==> src/rtl/cnoc_request_deserializer.sv <==
// rtl/cnoc_request_deserializer.sv - header/payload word stream to per-method request channels
// Parses header words, forwards payload through a one-entry output buffer, drops malformed messages.
module cnoc_request_deserializer #(
  parameter int NUM_METHODS = 3,
  parameter int ERR_WIDTH   = 8
) (
  input  logic                   CLK,
  input  logic                   RST,
  input  logic [31:0]            message_enq_v,
  input  logic                   EN_message_enq,
  output logic                   RDY_message_enq,
  output logic [31:0]            requests_enq_v,
  output logic                   requests_last,
  output logic [NUM_METHODS-1:0] EN_requests_enq,
  input  logic [NUM_METHODS-1:0] RDY_requests_enq,
  output logic [15:0]            msg_count,
  output logic [ERR_WIDTH-1:0]   err_count,
  output logic                   busy
);

  localparam logic [1:0] ST_HDR  = 2'd0;
  localparam logic [1:0] ST_PAY  = 2'd1;
  localparam logic [1:0] ST_DROP = 2'd2;

  logic [1:0]           state_q, state_d;
  logic [7:0]           method_q, method_d;
  logic [15:0]          words_left_q, words_left_d;
  logic                 obuf_valid_q, obuf_valid_d;
  logic [31:0]          obuf_data_q, obuf_data_d;
  logic [7:0]           obuf_method_q, obuf_method_d;
  logic                 obuf_last_q, obuf_last_d;
  logic [15:0]          msg_count_q, msg_count_d;
  logic [ERR_WIDTH-1:0] err_count_q, err_count_d;

  logic        fire;
  logic        accept;
  logic        err_inc;
  logic [15:0] hdr_method;
  logic [15:0] hdr_len;
  logic        hdr_legal;

  assign hdr_method = message_enq_v[31:16];
  assign hdr_len    = message_enq_v[15:0];
  // Full 16-bit compare, so any set bit in [31:24] makes the method illegal.
  assign hdr_legal  = (hdr_method < 16'(NUM_METHODS));

  always_comb begin
    fire            = 1'b0;
    EN_requests_enq = '0;
    for (int i = 0; i < NUM_METHODS; i++) begin
      if (obuf_valid_q && (obuf_method_q == 8'(i)) && RDY_requests_enq[i]) begin
        fire               = 1'b1;
        EN_requests_enq[i] = 1'b1;
      end
    end
  end

  assign RDY_message_enq = (state_q != ST_PAY) || !obuf_valid_q || fire;
  assign accept          = EN_message_enq && RDY_message_enq;
  assign requests_enq_v  = obuf_data_q;
  assign requests_last   = obuf_last_q;
  assign msg_count       = msg_count_q;
  assign err_count       = err_count_q;
  assign busy            = (state_q != ST_HDR) || obuf_valid_q;

  always_comb begin
    state_d       = state_q;
    method_d      = method_q;
    words_left_d  = words_left_q;
    obuf_valid_d  = obuf_valid_q && !fire;
    obuf_data_d   = obuf_data_q;
    obuf_method_d = obuf_method_q;
    obuf_last_d   = obuf_last_q;
    msg_count_d   = msg_count_q;
    err_count_d   = err_count_q;
    err_inc       = 1'b0;
    if (accept) begin
      case (state_q)
        ST_HDR: begin
          if (hdr_len == 16'd0) begin
            err_inc = 1'b1;
          end else if (!hdr_legal) begin
            err_inc = 1'b1;
            if (hdr_len > 16'd1) begin
              state_d      = ST_DROP;
              words_left_d = hdr_len - 16'd1;
            end
          end else if (hdr_len == 16'd1) begin
            msg_count_d = msg_count_q + 16'd1;
          end else begin
            method_d     = hdr_method[7:0];
            words_left_d = hdr_len - 16'd1;
            state_d      = ST_PAY;
          end
        end
        ST_PAY: begin
          obuf_valid_d  = 1'b1;
          obuf_data_d   = message_enq_v;
          obuf_method_d = method_q;
          obuf_last_d   = (words_left_q == 16'd1);
          words_left_d  = words_left_q - 16'd1;
          if (words_left_q == 16'd1) begin
            msg_count_d = msg_count_q + 16'd1;
            state_d     = ST_HDR;
          end
        end
        ST_DROP: begin
          words_left_d = words_left_q - 16'd1;
          if (words_left_q == 16'd1) begin
            state_d = ST_HDR;
          end
        end
        default: state_d = ST_HDR;
      endcase
    end
    if (err_inc && (err_count_q != {ERR_WIDTH{1'b1}})) begin
      err_count_d = err_count_q + {{(ERR_WIDTH-1){1'b0}}, 1'b1};
    end
  end

  always_ff @(posedge CLK) begin
    if (RST) begin
      state_q       <= ST_HDR;
      method_q      <= 8'd0;
      words_left_q  <= 16'd0;
      obuf_valid_q  <= 1'b0;
      obuf_data_q   <= 32'd0;
      obuf_method_q <= 8'd0;
      obuf_last_q   <= 1'b0;
      msg_count_q   <= 16'd0;
      err_count_q   <= '0;
    end else begin
      state_q       <= state_d;
      method_q      <= method_d;
      words_left_q  <= words_left_d;
      obuf_valid_q  <= obuf_valid_d;
      obuf_data_q   <= obuf_data_d;
      obuf_method_q <= obuf_method_d;
      obuf_last_q   <= obuf_last_d;
      msg_count_q   <= msg_count_d;
      err_count_q   <= err_count_d;
    end
  end

endmodule
==> config.mk <==
export PLATFORM = sky130hd
export DESIGN_NAME = cnoc_request_deserializer
export DESIGN_NICKNAME = d
export VERILOG_FILES = /design/src/rtl/cnoc_request_deserializer.sv
export SDC_FILE = /design/constraint.sdc
export NUM_CORES = 1
export LEC_CHECK = 0
export ABC_AREA = 1
export BUFFER_PORTS_ARGS = -buffer_cell sky130_fd_sc_hd__buf_2
export CORE_ASPECT_RATIO = 0.75
export CORE_MARGIN = 2
export CORE_UTILIZATION = 25
export DETAILED_ROUTE_END_ITERATION = 7
export PLACE_DENSITY = 0.54
export SLEW_MARGIN = 20
export SYNTH_ARGS = -nofsm -noshare
export SYNTH_HDL_FRONTEND = slang
export SYNTH_SLANG_ARGS = --single-unit
==> constraint.sdc <==
create_clock -name CLK -period 3.19 [get_ports CLK]
set_clock_uncertainty 0.2 [all_clocks]
set_input_delay 0.1595 -clock CLK [delete_from_list [all_inputs] [get_ports CLK]]
set_output_delay 0.1595 -clock CLK [all_outputs]
set_load 0.01 [all_outputs]
# Word-level counts from Yosys, hierarchy flattened
# Cells that the tools add are included.
dict set report totals {
  register_bits 92
  elab_cells 85
}
dict set report op_classes {
  n_addsub 4
  n_lt_le_gt_ge 2
  n_eq_ne 15
  n_mux 27
  bitwise 2
  n_reduce_logical 26
}
# cell n
set ops {}
lappend ops {{$mux 16} 8}
lappend ops {{$pmux 16 s2} 2}
lappend ops {{$eq 16x1->1 const B} 2}
lappend ops {{$sub 16x1->16 const B} 2}
lappend ops {{$add 16x1->16 const B} 1}
lappend ops {{$gt 16x1->1 const B} 1}
lappend ops {{$logic_not 16->1} 1}
lappend ops {{$lt 16x2->1 const B} 1}
lappend ops {{$reduce_and 5->1} 3}
lappend ops {{$mux 1} 11}
lappend ops {{$mux 2} 5}
lappend ops {{$logic_and 1x1->1} 9}
lappend ops {{$add 8x1->8 const B} 1}
lappend ops {{$eq 8x1->1 const B} 1}
lappend ops {{$eq 8x2->1 const B} 1}
lappend ops {{$logic_not 8->1} 1}
lappend ops {{$ne 2x2->1 const B} 4}
lappend ops {{$ne 8x8->1 const B} 1}
lappend ops {{$ne 3x3->1 const B} 2}
lappend ops {{$reduce_and 6->1} 1}
lappend ops {{$reduce_bool 2->1} 3}
lappend ops {{$ne 2x1->1 const B} 2}
lappend ops {{$pmux 2 s2} 1}
lappend ops {{$logic_or 1x1->1} 3}
lappend ops {{7 further kinds} 9}

# Logic depth before layout (Yosys ltp)
dict set report logic_depth {
  ltp_word 10
  mapped_depth 13
  mapped_depth_nobuf 12
}

# Worst setup path after synthesis
# No wires, ideal clock.
dict set report synth_path {
  kind {reg2reg}
  start {register state_q[0]}
  end {register words_left_q[5]}
  arrival_ns 1.637
  required_ns 2.877
  setup_slack_ns 1.240
  path_stages_with_launch 13
  n_path_buf 2
  path_cell_list {dfxtp_1 inv_1 ha_1 buf_2 clkinv_1 nand2_1 nand2_1 nand3b_4 nor2_4 buf_6 nand2_1 nand2_1 nor2_1}
}
dict set report synth_between {
  elab_chain_len 5
}
# element line
set synth_rtl {}
lappend synth_rtl {{start: declaration} 25} ;# logic [1:0] state_q, state_d;
lappend synth_rtl {{start signal: assignment} 133} ;# state_q <= state_d;
lappend synth_rtl {{$ne 2x1->1} 58} ;# assign RDY_message_enq = (state_q != ST_PAY) || !obuf_valid_q || fire;
lappend synth_rtl {{$logic_or 1x1->1 (2 in series)} 58}
lappend synth_rtl {{$logic_and 1x1->1} 59} ;# assign accept = EN_message_enq && RDY_message_enq;
lappend synth_rtl {{$reduce_and 5->1 (no line)} -}
lappend synth_rtl {{end signal: assignment} 135} ;# words_left_q <= words_left_d;
lappend synth_rtl {{end: declaration} 27} ;# logic [15:0] words_left_q, words_left_d;
# Several ways; a longest one is shown, not always the timed one.
# A chain may end at the register's enable or synchronous reset.

# Final worst setup path
dict set report layout_path {
  start {input port message_enq_v[0]}
  end {register words_left_q[3]}
}
dict set report layout_between {
  elab_chain_len 5
}
# element line
set layout_rtl {}
lappend layout_rtl {{start: declaration} 9} ;# input logic [31:0] message_enq_v,
lappend layout_rtl {{$sub 16x1->16} {86, 92}}
lappend layout_rtl {{$mux 16 (on tied branches)} {84, 88}}
lappend layout_rtl {{$mux 16} 82} ;# end else if (!hdr_legal) begin
lappend layout_rtl {{$mux 16} 80} ;# if (hdr_len == 16'd0) begin
lappend layout_rtl {{$pmux 16 s2} 78} ;# case (state_q)
# Several ways; a longest one is shown, not always the timed one. The select of a mux whose other input is x is not followed.

==> flow_summary.toml <==
[min_path]
hp-class = "in -> reg"
worstHoldPathCells = 5
hold-path-endpoint = "words_left_q[7]$_SDFFE_PP0P_"
min_from = "EN_message_enq"

[sta]
tightestPinTransition_ns = 0.8820
fmax_mhz = 406.6
setup_viol = 0
rsz0062_at_grt = "no"
holdWs_ns = 0.1044
final_hold_viol_count = 0
tns_ns = 0
slew_headroom_pct = 40.84
timing.final.ws_setup_ns = 0.7303
drv_slew = 0
fin_crit_ns = 2.460
period_share_pct = 77.11

[power_and_ir_drop]
p_switching_uw = 777.9
seqPwrFrac_pct = 44.2
peakVddDrop_mv = 0.2310
p_int_mw = 1.939
p_clk_share_pct = 40.9
p_leak_nw = 2.833
sw_frac_of_total_pct = 28.63
power.density_nw_per_um2 = 407.4
combinationalPowerShare_pct = 15.0

[logic_synthesis]
yosys_warnings = 0
synth-seq-cells = 92
syn_area_per_cell_sq_um = 7.135
netlist_area_sq_um = 5344
synth_simple_gate_area_share_pct = 38.28
synth_top_family_by_area = "simple AND/OR/NAND/NOR gates"
synthCells = 749
synth-xor-area-share_pct = 4.917
synth_adder_area_share_pct = 1.873
synth.area.mux_share_pct = 0.1873
syn_nets = 795
ys_types = 39
synth-compound-area-share_pct = 11.82
ys_seq_area_share_pct = 34.46

[die]
die_area_sq_um = 22570
die_w_um = 172.8
start_util_pct = 25.37
fp-row-count = 46
die_h_um = 130.6
core-area_sq_um = 21070
num_io_pins = 100

[clock_tree]
cts-root-buf = "clkbuf_16"
clock_latency_ns = 0.35
cts_tree = "built"
cts_buffers = 9
postCtsResizedCells = 0
ctsHoldBuffers = 32
clock_path_buffers = 2
post_cts.repair.setup_buffers = 0
htree_levels = 3
clock_sinks = 92
clk_pin_slew_ns = 0.07

[setup_path]
end_kind = "flop"
r2r-end = "msg_count[13]$_SDFFE_PP0P_"
r2r_slack_ns = 0.79
path_max_fanout = 15
start_kind = "input pin"
crit_type = "in -> reg"
startpoint = "message_enq_v[0]"
rr_worst_depth = 10
cp_data_arrival_time_ns = 2.50
cp_data_required_time_ns = 3.23
r2r_start = "state_q[1]$_SDFFE_PP0P_"

[place]
place_ws_ns = 0.7764
gp_congestion = 0.8243
dpl_cell_area_sq_um = 6043
hpwlAfterDp_mm = 10.62
io_buffers = 99

[grt]
grt_overflow_total = 0
track_usage_pct = 13.51
grt_pass1_vias = 4671
grt_max_degree = 66
antenna_found_initial = 0
grt_pass1_wl_mm = 24.58

[route]
ant_nets = 0
drt_iter0_drc = 275
dr.pass1.iters = 5
wl_per_cell_um = 12.82
wl_mm = 14.88
num_vias = 5078
viasPerCell = 4.374
drc = 0

[finish]
fin_nets = 914
final_common_cell = "nand2_1"
fin_area_sq_um = 6668
utilization_pct = 31.65
final.fill_count = 2338
syn_to_final_growth_pct = 24.77
drive_gt1_share_pct = 23.60
final_cell_mix = "nand2_1 (183), nor2_1 (102), buf_2 (99), dfxtp_1 (92), inv_1 (59)"
antenna_cells = 0

[run_status]
status = "completed"

[job]
cap_violations = 0
-- synthesized netlist by cell type --
master / instances / area share (%)
nand2_1: 183 / 13
nor2_1: 102 / 7.2
dfxtp_1: 92 / 34
inv_1: 59 / 4.1
nand3_1: 56 / 5.2
a21oi_1: 49 / 4.6
o21ai_0: 26 / 2.4
nand3_2: 23 / 4.3
a21oi_2: 21 / 3.4
xor2_1: 20 / 3.3
clkbuf_1: 12 / 0.84
xnor2_1: 10 / 1.6
nand4_1: 9 / 1.1
nor2_4: 9 / 1.9
ha_1: 8 / 1.9
nor3_1: 8 / 0.75
buf_2: 7 / 0.66
nand2_2: 7 / 0.82
nor2_2: 7 / 0.82
nand2_4: 6 / 1.3
buf_4: 5 / 0.70
o21ai_1: 5 / 0.47
buf_12: 3 / 1.1
buf_6: 3 / 0.63
nand3_4: 3 / 0.98
clkinv_1: 2 / 0.14
or2_2: 2 / 0.23
a32oi_1: 1 / 0.16
clkinv_2: 1 / 0.094
inv_4: 1 / 0.12
mux2i_1: 1 / 0.19
nand3b_4: 1 / 0.37
nand4_4: 1 / 0.40
nor4_1: 1 / 0.12
o2111ai_1: 1 / 0.16
o211ai_1: 1 / 0.14
o21ai_2: 1 / 0.16
o21bai_1: 1 / 0.14
o22ai_1: 1 / 0.12
-- power groups by stage --
stage               combinational, mW  sequential [mW]  clock (mW)
floorplan                       0.274             1.22           0
detailed placement              0.374             1.23           0
global placement                0.375             1.23           0
global route                    0.463             1.20        1.18
CTS                             0.406             1.20        1.15
finish                          0.407             1.20        1.11
-- metal layers --
metal,share of wire (%),track usage (%),up-vias
met2,41,19.86,104
met3,4.4,3.125,11
met1,54,19.85,2306
met5,0,0,-
li1,-,-,2657
met4,0.93,3.290,0
-- worst max-delay path, cell delays in order --
cell	delay (ns)
dlygate4sd3_1	0.51
buf_2	0.14
inv_1	0.08
ha_1	0.27
nand2_2	0.17
nor2_4	0.07
nand3_2	0.13
nand2_1	0.06
nand3b_4	0.19
nor2_4	0.31
buf_4	0.23
nand2_1	0.06
nand2_1	0.06
nor2_1	0.05
-- logic make-up after synthesis --
logic type      after synthesis
xor+xnor                     30
compound gates              107
mux                           1
flops                        92
simple gates                418
fa+ha+maj                     8
buf+inv                      93
-- flip-flops by register name (all words and copies together), names as in the netlist --
name,count
words_left_q,16
obuf_method_q,8
requests_last,1
msg_count,16
method_q,8
err_count,8
state_q,2
obuf_valid_q,1
requests_enq_v,32
-- worst max path at each step --
stage                     cells past startpoint  slack (ns)                            to
after detailed placement                     10        0.78    msg_count[13]$_SDFFE_PP0P_
after CTS                                    14        0.76  words_left_q[3]$_SDFFE_PP0P_
final                                        14        0.73  words_left_q[3]$_SDFFE_PP0P_
after global placement                       10        0.78     msg_count[7]$_SDFFE_PP0P_
after global routing                         11        0.53     msg_count[7]$_SDFFE_PP0P_
after floorplan                              12        1.24  words_left_q[5]$_SDFFE_PP0P_
-- metrics by stage --
step           total power, mW  instances
3_5_place_dp             1.600       1113
5_1_grt                  2.851       1161
6_report                 2.717       1161
3_3_place_gp             1.601       1113
4_1_cts                  2.759       1161
2_1_floorplan            1.494        749
-- area by class of cell --
class / count / area, sq um / area share, %
repair buffers: 138 / 868.3 / 13.02
well taps: 288 / 360.3 / 5.404
clock buffers: 9 / 225.2 / 3.378
clock inverters: 7 / 78.83 / 1.182
inverters: 63 / 240.2 / 3.603
multi-input cells: 564 / 3053 / 45.79
flip-flops and latches: 92 / 1842 / 27.62
Power figures use the tool's default switching activity.
